$ cat src/rtl/sha2_block_packer.sv
// sha2_block_packer: SHA-2 message front-end. Packs a byte-aligned word stream
// into SHA-2 blocks, appends the 0x80 pad byte, zero fill and the big-endian bit
// length, and hands completed blocks downstream over a valid/ready handshake.
//
// Ports:
//   clk, reset_n              clock, synchronous active-low reset
//   data_in/valid/last/nbytes message word stream (big-endian bytes)
//   data_ready                word accepted on data_valid && data_ready
//   block_out/valid/ready     assembled block (word 0 in MSBs) and handshake
//   block_first/block_last    first block / length-bearing block of a message
//   msg_bits                  bit length of the last completed message
//   overflow                  sticky: message bit counter wrapped
module sha2_block_packer #(
    parameter int unsigned DATA_W  = 32,
    parameter int unsigned BLOCK_W = 1024,
    parameter int unsigned CNT_W   = 64
) (
    input  logic                        clk,
    input  logic                        reset_n,
    input  logic [DATA_W-1:0]           data_in,
    input  logic                        data_valid,
    input  logic                        data_last,
    input  logic [$clog2(DATA_W/8):0]   data_nbytes,
    output logic                        data_ready,
    output logic [BLOCK_W-1:0]          block_out,
    output logic                        block_valid,
    input  logic                        block_ready,
    output logic                        block_first,
    output logic                        block_last,
    output logic [CNT_W-1:0]            msg_bits,
    output logic                        overflow
);

    localparam int unsigned WB        = DATA_W / 8;          // bytes per word
    localparam int unsigned NB_W      = $clog2(WB) + 1;
    localparam int unsigned W         = BLOCK_W / DATA_W;    // words per block
    localparam int unsigned WP_W      = $clog2(W);
    localparam int unsigned BB        = BLOCK_W / 8;         // bytes per block
    localparam int unsigned LEN_W     = BLOCK_W / 8;         // length field bits
    localparam int unsigned LB        = LEN_W / 8;           // length field bytes
    localparam int unsigned P_W       = $clog2(BB) + 1;
    localparam int unsigned LEN_LIMIT = BB - LB - 1;         // last pad offset that still fits the length

    typedef enum logic {S_FILL, S_EMIT} state_t;
    typedef enum logic [1:0] {P_NONE, P_LEN, P_PAD_LEN} pend_t;

    state_t             r_state;
    pend_t              r_pending;
    logic [WP_W-1:0]    r_wptr;
    logic [BLOCK_W-1:0] r_buf;
    logic [CNT_W-1:0]   r_bits;
    logic [CNT_W-1:0]   r_msg_bits;
    logic               r_ready;
    logic               r_valid;
    logic               r_first;
    logic               r_last;
    logic               r_overflow;

    logic [NB_W-1:0]    w_nb;
    logic [P_W-1:0]     w_pad_pos;
    logic               w_fits;
    logic               w_at_end;
    logic [CNT_W:0]     w_add;
    logic [CNT_W:0]     w_sum;
    logic [CNT_W-1:0]   w_bits_next;
    logic [LEN_W-1:0]   w_len;
    logic [BLOCK_W-1:0] w_buf_fill;
    logic [BLOCK_W-1:0] w_tail;

    // Byte count of the current word, pad position and running bit count
    always_comb begin
        w_nb        = (data_nbytes > NB_W'(WB)) ? NB_W'(WB) : data_nbytes;
        w_pad_pos   = P_W'(r_wptr) * P_W'(WB) + P_W'(w_nb);
        w_fits      = (w_pad_pos <= P_W'(LEN_LIMIT));
        w_at_end    = (w_pad_pos == P_W'(BB));
        w_add       = data_last ? (CNT_W+1)'({w_nb, 3'b000}) : (CNT_W+1)'(WB * 8);
        w_sum       = {1'b0, r_bits} + w_add;
        w_bits_next = w_sum[CNT_W-1:0];
        w_len       = LEN_W'(w_bits_next);
    end

    // Buffer image after writing the incoming word (plus pad/length on the last word).
    // Bytes beyond the current word are already zero because the buffer is
    // cleared whenever a block is released.
    always_comb begin
        w_buf_fill = r_buf;
        for (int b = 0; b < BB; b++) begin
            if (WP_W'(b / WB) == r_wptr) begin
                if (data_last && (NB_W'(b % WB) >= w_nb))
                    w_buf_fill[BLOCK_W-1-8*b -: 8] = 8'h00;
                else
                    w_buf_fill[BLOCK_W-1-8*b -: 8] = data_in[DATA_W-1-8*(b % WB) -: 8];
            end
            if (data_last && (w_pad_pos == P_W'(b)))
                w_buf_fill[BLOCK_W-1-8*b -: 8] = 8'h80;
        end
        if (data_last && w_fits)
            w_buf_fill[LEN_W-1:0] = w_len;
    end

    // Extra length-only block, with the pad byte when the data ended on a block boundary
    always_comb begin
        w_tail              = '0;
        w_tail[LEN_W-1:0]   = LEN_W'(r_msg_bits);
        if (r_pending == P_PAD_LEN)
            w_tail[BLOCK_W-1 -: 8] = 8'h80;
    end

    // Fill/emit controller
    always_ff @(posedge clk) begin
        if (!reset_n) begin
            r_state    <= S_FILL;
            r_pending  <= P_NONE;
            r_wptr     <= '0;
            r_buf      <= '0;
            r_bits     <= '0;
            r_msg_bits <= '0;
            r_ready    <= 1'b1;
            r_valid    <= 1'b0;
            r_first    <= 1'b1;
            r_last     <= 1'b0;
            r_overflow <= 1'b0;
        end else begin
            case (r_state)
                S_FILL: begin
                    if (data_valid) begin
                        r_buf  <= w_buf_fill;
                        r_wptr <= r_wptr + WP_W'(1);
                        r_bits <= w_bits_next;
                        if (w_sum[CNT_W])
                            r_overflow <= 1'b1;
                        if (data_last) begin
                            r_msg_bits <= w_bits_next;
                            r_state    <= S_EMIT;
                            r_ready    <= 1'b0;
                            r_valid    <= 1'b1;
                            r_last     <= w_fits;
                            if (w_fits)
                                r_pending <= P_NONE;
                            else if (w_at_end)
                                r_pending <= P_PAD_LEN;
                            else
                                r_pending <= P_LEN;
                        end else if (r_wptr == WP_W'(W - 1)) begin
                            r_state <= S_EMIT;
                            r_ready <= 1'b0;
                            r_valid <= 1'b1;
                            r_last  <= 1'b0;
                        end
                    end
                end
                S_EMIT: begin
                    if (block_ready) begin
                        r_first <= r_last;
                        if (r_last)
                            r_bits <= '0;
                        if (r_pending != P_NONE) begin
                            // Tail block goes out back-to-back with the data block
                            r_buf     <= w_tail;
                            r_last    <= 1'b1;
                            r_pending <= P_NONE;
                        end else begin
                            r_buf   <= '0;
                            r_wptr  <= '0;
                            r_last  <= 1'b0;
                            r_state <= S_FILL;
                            r_ready <= 1'b1;
                            r_valid <= 1'b0;
                        end
                    end
                end
                default: r_state <= S_FILL;
            endcase
        end
    end

    assign data_ready  = r_ready;
    assign block_out   = r_buf;
    assign block_valid = r_valid;
    assign block_first = r_first;
    assign block_last  = r_last;
    assign msg_bits    = r_msg_bits;
    assign overflow    = r_overflow;

endmodule
$ cat config.mk
export PLATFORM = sky130hd
export DESIGN_NAME = sha2_block_packer
export DESIGN_NICKNAME = d
export VERILOG_FILES = /design/src/rtl/sha2_block_packer.sv
export SDC_FILE = /design/constraint.sdc
export NUM_CORES = 2
export LEC_CHECK = 0
export CAP_MARGIN = 20
export CORE_AREA = 2 2 445 447
export CTS_CLUSTER_DIAMETER = 60
export DETAILED_ROUTE_END_ITERATION = 10
export DIE_AREA = 0 0 447 449
export GPL_ROUTABILITY_DRIVEN = 0
export GPL_TIMING_DRIVEN = 0
export PLACE_DENSITY = 0.49
export SYNTH_ARGS = -nofsm -noshare
export SYNTH_HDL_FRONTEND = slang
export SYNTH_SLANG_ARGS = --single-unit
$ cat constraint.sdc
create_clock -name clk -period 4.98 [get_ports clk]
set_input_delay 0.996 -clock clk [delete_from_list [all_inputs] [get_ports clk]]
set_output_delay 0.996 -clock clk [all_outputs]
set_load 0.05 [all_outputs]
Word level (Yosys, flattened, before mapping)

Index checks and enable logic that the tools add are counted.

Flip-flop bits (word level): 1165
Input port bits: 40
Word-level logic and storage cells: 1021

Add/sub/neg operators: 3
Magnitude comparators: 6
Equal/unequal tests: 296
Muxes and demuxes: 305
Bitwise logic cells: 1
Reduce and logical (&&, ||, !) cells: 272

Operators by type and width:

| cell                                                | count |
|---|---|
| two-way mux 1024 bit                                | 3 |
| two-way mux 8 bit                                   | 261 |
| case mux 1024 bit (2 select lines)                  | 1 |
| equality test 8 x 7 -> 1 bit, second input constant | 64 |
| AND reduction 3 bit                                 | 133 |
| != test 3 bit, second input constant                | 113 |
| equality test 8 x 6 -> 1 bit, second input constant | 32 |
| two-way mux 64 bit                                  | 3 |
| logical AND 1 bit                                   | 133 |
| equality test 8 x 5 -> 1 bit, second input constant | 16 |
| two-way mux 128 bit                                 | 1 |
| case mux 64 bit (2 select lines)                    | 1 |
| equality test 5 bit, first input constant           | 16 |
| adder 64 x 6 -> 65 bit                              | 1 |
| equality test 8 x 4 -> 1 bit, second input constant | 8 |
| != test 4 bit, second input constant                | 16 |
| equality test 4 x 5 -> 1 bit, first input constant  | 8 |
| equality test 8 x 3 -> 1 bit, second input constant | 4 |
| equality test 3 x 5 -> 1 bit, first input constant  | 4 |
| two-way mux 1 bit                                   | 18 |
| equality test 8 x 2 -> 1 bit, second input constant | 2 |
| two-way mux 5 bit                                   | 3 |
| two-way mux 2 bit                                   | 6 |
| equality test 2 x 5 -> 1 bit, first input constant  | 2 |
| 24 further kinds                                    | 34 |

Depth between registers and ports, before layout

Depth in word-level cells: 10
Depth in mapped cells: 15
Depth with buffers taken out: 11

Worst setup path before layout

OpenSTA, ideal clock, no wires.

Kind: input to register
Start point: input data_last
End point: register r_buf[45] (netlist: block_out[45])
Data arrival time: 3813 ps
Data required time: 4851 ps
Setup slack: 1038 ps
Stages on the path: 14
Path buffers: 3
Path through: buf_2 -> nor2b_1 -> buf_2 -> and2_1 -> ha_1 -> inv_1 -> fa_1 -> and2b_1 -> o2111ai_2 -> or3_1 -> buf_6 -> o31a_1 -> o32ai_1 -> a31oi_1

Word-level cells in the longest chain between the ends: 7
Elaborated cells on any way between the ends: 13
Classes of those cells: 1 x add/sub; 1 x eq/ne; 7 x mux; 4 x reduce/logical

RTL lines:

| item                                                                           | RTL line | text |
|---|---|---|
| start, declared                                                                | 22       | `input logic data_last,` |
| parallel branches: the longest is 7 deep, another holds adder 64 x 6 -> 65 bit | --       |  |
| end signal, assigned                                                           | 127      | `r_buf <= w_buf_fill;` |
| end signal, assigned                                                           | 159      | `r_buf <= w_tail;` |
| end, declared                                                                  | 50       | `logic [BLOCK_W-1:0] r_buf;` |

Parallel ways; which one is timed is not known. The select of a mux whose other input is x is not followed.
A chain may end at the register's enable or synchronous reset.

Final worst setup path

Start point: input data_nbytes[2]
End point: register r_buf[47] (netlist: block_out[47])

Word-level cells in the longest chain between the ends: 10
Elaborated cells on any way between the ends: 19
Classes of those cells: 2 x add/sub; 3 x order compare; 2 x eq/ne; 8 x mux; 4 x reduce/logical

RTL lines:

| item                                                                         | RTL line | text |
|---|---|---|
| start, declared                                                              | 23       | `input logic [$clog2(DATA_W/8):0] data_nbytes,` |
| > comparator 3 bit                                                           | 72       | `w_nb = (data_nbytes > NB_W'(WB)) ? NB_W'(WB) : data_nbytes;` |
| two-way mux 3 bit (*)                                                        | 72       |  |
| parallel branches: the longest is 8 deep, another holds adder 7 x 3 -> 8 bit | --       |  |

Every way passes the cells marked *. The select of a mux whose other input is x is not followed.

==> results.yml <==
cts:
  cts_sinks: 1159
  postCtsSetupRepairBufs: 0
  clockBufferDepth: 3
  cts_inserted_buffers: 151
  ctsRootBufferMaster: "clkbuf_16"
  hold_buffers: 0
  htree_levels: 4
  cts_tree: "done"
  path_clk_slew_ps: 60
  clock_latency_ps: 830
layout:
  n_fill_cell: 20400
  syn_to_final_growth_pct: 43.0
  layout_common_cells: "dfxtp_1 (1,159), clkdlybuf4s50_1 (1,127), nand2_1 (678), mux2i_1 (556), nor2_1 (463)"
  final_common_cell: "dfxtp_1"
  drive_above_1_share_pct: 7.76
  final_cell_count_no_fill: 9521
  final_nets: 6801
  fin_util_pct: 35.0
sta:
  tightest_slew_ps: 1360
  setup_viol: 0
  slew_viol_final: 0
  clock.fmax_mhz: 212
  post-route-period-util_pct: 94.8
  rsz0062_at_grt: "no"
  hold_viol_final: 0
  tns_ps: 0
  fin_skew_ps: 33.0
  setup_ws_ps: 256
  slew_headroom_pct: 8.36
  min_period_ps: 4720
drt:
  routed-via-count: 50800
  dr.pass1.iters: 8
  ant_nets: 0
  routedWlPerCell_microns: 34.4
  drtIter0Drc: 5964
  wl_microns: 328000
  drc: 0
  viasPerCell: 5.33
place:
  port_buffers: 1127
  detailed_place_hpwl_microns: 261000
  preCtsSetupSlack_ps: -602
  place_inst: 9228
synth:
  seq_area_frac_synth_pct: 48.3
  synth_flop_cell: "dfxtp_1"
  syn_area_sq_um: 48000
  syn_inst: 5404
  ys_warn_count: 0
  synth_cell_types: 101
  ys_ff_latch: 1159
  synth-async-reset-ratio_pct: 0
  synth_edf_count: 0
  syn_area_per_cell_sq_um: 8.89
grt:
  grt_max_degree: 17
  grt_pass1_wl_microns: 428000
  overflow: 0
  grt_pass1_vias: 46800
  grt_util_all_layers_pct: 31.3
  antenna_found_initial: 33
setup_path:
  criticalPathCategory: "input port to register"
  reg2reg_slack_ps: 610
  start_kind: "input port"
  timing.rr.end: "block_out[979]$_SDFFE_PN0P_"
  endpoint: "block_out[47]$_SDFFE_PN0P_"
  cp_max_fo: 10
  r2r_start: "r_wptr[0]$_SDFFE_PN0P_"
  required_ps: 5660
  rr_worst_depth: 9
  crit_arrival_ps: 5410
  endpoint_kind: "register"
  startpoint: "data_nbytes[2]"
die:
  die_area_sq_um: 201000
  dieHeight_microns: 449
  core_area_sq_um: 196000
  die_x_microns: 447
  start_util_pct: 24.5
  std_cell_rows: 163
  io_pins: 1133
run_status:
  status: "finished clean"
flow_run:
  cap_violations: 0
min_path:
  min_path_type: "register to register"
  hp-start: "block_out[924]$_SDFFE_PN0P_"
power_and_ir_drop:
  power-per-cell-area_nw_per_um2: 364
  worst_ir_drop_vdd_v: 0.000349
  power_leakage_nw: 24.5
  finalPower_mw: 25.0
[report_power, final]
| part | internal (mW) | switching, mW |
|---|---|---|
| clock network | 6.72 | 4.70 |
| logic | 0.930 | 2.93 |
| registers | 9.52 | 0.175 |
| total | 17.2 | 7.81 |
[worst min path at each step]
stage / cells past startpoint / slack, ps / endpoint
global placement: 2 / 440 / block_out[924]$_SDFFE_PN0P_
finish: 2 / 460 / block_out[924]$_SDFFE_PN0P_
global route: 2 / 470 / block_out[925]$_SDFFE_PN0P_
floorplan: 2 / 460 / r_pending[1]$_SDFFE_PN0P_
CTS: 2 / 450 / block_out[79]$_SDFFE_PN0P_
detailed placement: 2 / 440 / block_out[351]$_SDFFE_PN0P_
[worst max-delay path, stage by stage]
cell	delay [ps]
clkdlybuf4s50_1	570
nor2b_1	170
buf_2	210
and2_1	190
ha_1	170
inv_1	60
fa_1	440
and2b_1	380
o2111ai_2	270
nor3_2	510
buf_2	360
a21oi_1	100
a2111oi_0	790
a21oi_1	150
[repair_timing]
action / CTS / global route
gates resized for setup: 0 / 3
hold endpoints to repair: 0 / 0
endpoints found under the setup margin: 0 / 1
[metrics by stage]
| step | hold slack (ps) | cell area, sq um |
|---|---|---|
| CTS | 455 | 68600 |
| global route | 465 | 68700 |
| detailed placement | 445 | 63500 |
| finish | 456 | 68700 |
| floorplan | 461 | 48000 |
| global placement | 440 | 62600 |
[flip-flops by register name, indices dropped and copies added (netlist names)]
| register | cells |
|---|---|
| block_valid | 1 |
| block_last | 1 |
| overflow | 1 |
| block_first | 1 |
| r_state | 1 |
| msg_bits | 61 |
| r_pending | 2 |
| block_out | 1024 |
| data_ready | 1 |
| r_bits | 61 |
| r_wptr | 5 |
[routing by layer]
layer,vias up,track usage [%],part of all wire [%]
li1,22000,-,-
met1,25100,37.6,39
met2,2990,48.7,44
met3,704,10.3,10
met4,18,17.6,6.4
met5,-,0,0.037
[synthesized netlist by cell type, drive strengths merged (9+ instances only)]
cell / number / share of area (%)
dfxtp: 1159 / 48
nand2: 686 / 5.4
mux2i: 556 / 12
nor2: 473 / 3.7
a21oi: 457 / 5.1
o21ai: 383 / 4.1
clkbuf: 351 / 2.7
nand3: 256 / 2.7
buf: 96 / 1.1
nand4: 86 / 1.2
nor3: 83 / 0.99
a31oi: 81 / 1.1
and2: 52 / 0.68
a22oi: 50 / 0.78
o2bb2ai: 47 / 0.86
o22ai: 44 / 0.57
a211oi: 33 / 0.56
a21boi: 28 / 0.44
xnor2: 28 / 0.51
and3: 27 / 0.35
o21a: 27 / 0.42
inv: 25 / 0.20
o211ai: 24 / 0.38
or4: 24 / 0.38
o32ai: 23 / 0.42
nand2b: 21 / 0.27
nor4: 21 / 0.33
a21o: 18 / 0.28
xor2: 17 / 0.31
nor2b: 16 / 0.21
o22a: 15 / 0.27
o31ai: 14 / 0.23
or3: 14 / 0.18
ha: 11 / 0.29
a211o: 10 / 0.18
a31o: 10 / 0.18
a32o: 10 / 0.21
o211a: 10 / 0.21
a22o: 9 / 0.16
and4: 9 / 0.17
nor3b: 9 / 0.14
or2: 9 / 0.12
[cells by family after synthesis]
| kind of cell | count (synthesis) | share of synthesized area [%] |
|---|---|---|
| xor gates and xnor gates | 45 | 0.820 |
| muxes | 556 | 11.6 |
| DFF | 1159 | 48.3 |
| adders and majority gates | 12 | 0.328 |
| buffers and inverters | 473 | 4.02 |
| other | 1 | 0.00781 |
| AOI/OAI and AO/OA | 1357 | 17.8 |
| and+or+nand+nor | 1801 | 17.1 |
[cell type report]
class / instances / area (sq um) / area share, %
antenna: 11 / 27.5 / 0.0401
buffer: 447 / 1850 / 2.69
clock buffer: 214 / 4390 / 6.39
clock inverter: 60 / 732 / 1.07
inverter: 26 / 97.6 / 0.142
multi-input combinational: 3774 / 23000 / 33.5
sequential: 1159 / 23200 / 33.8
tap: 2640 / 3300 / 4.81
timing repair buffer: 1190 / 12100 / 17.6
(Power assumes the default switching activity.)
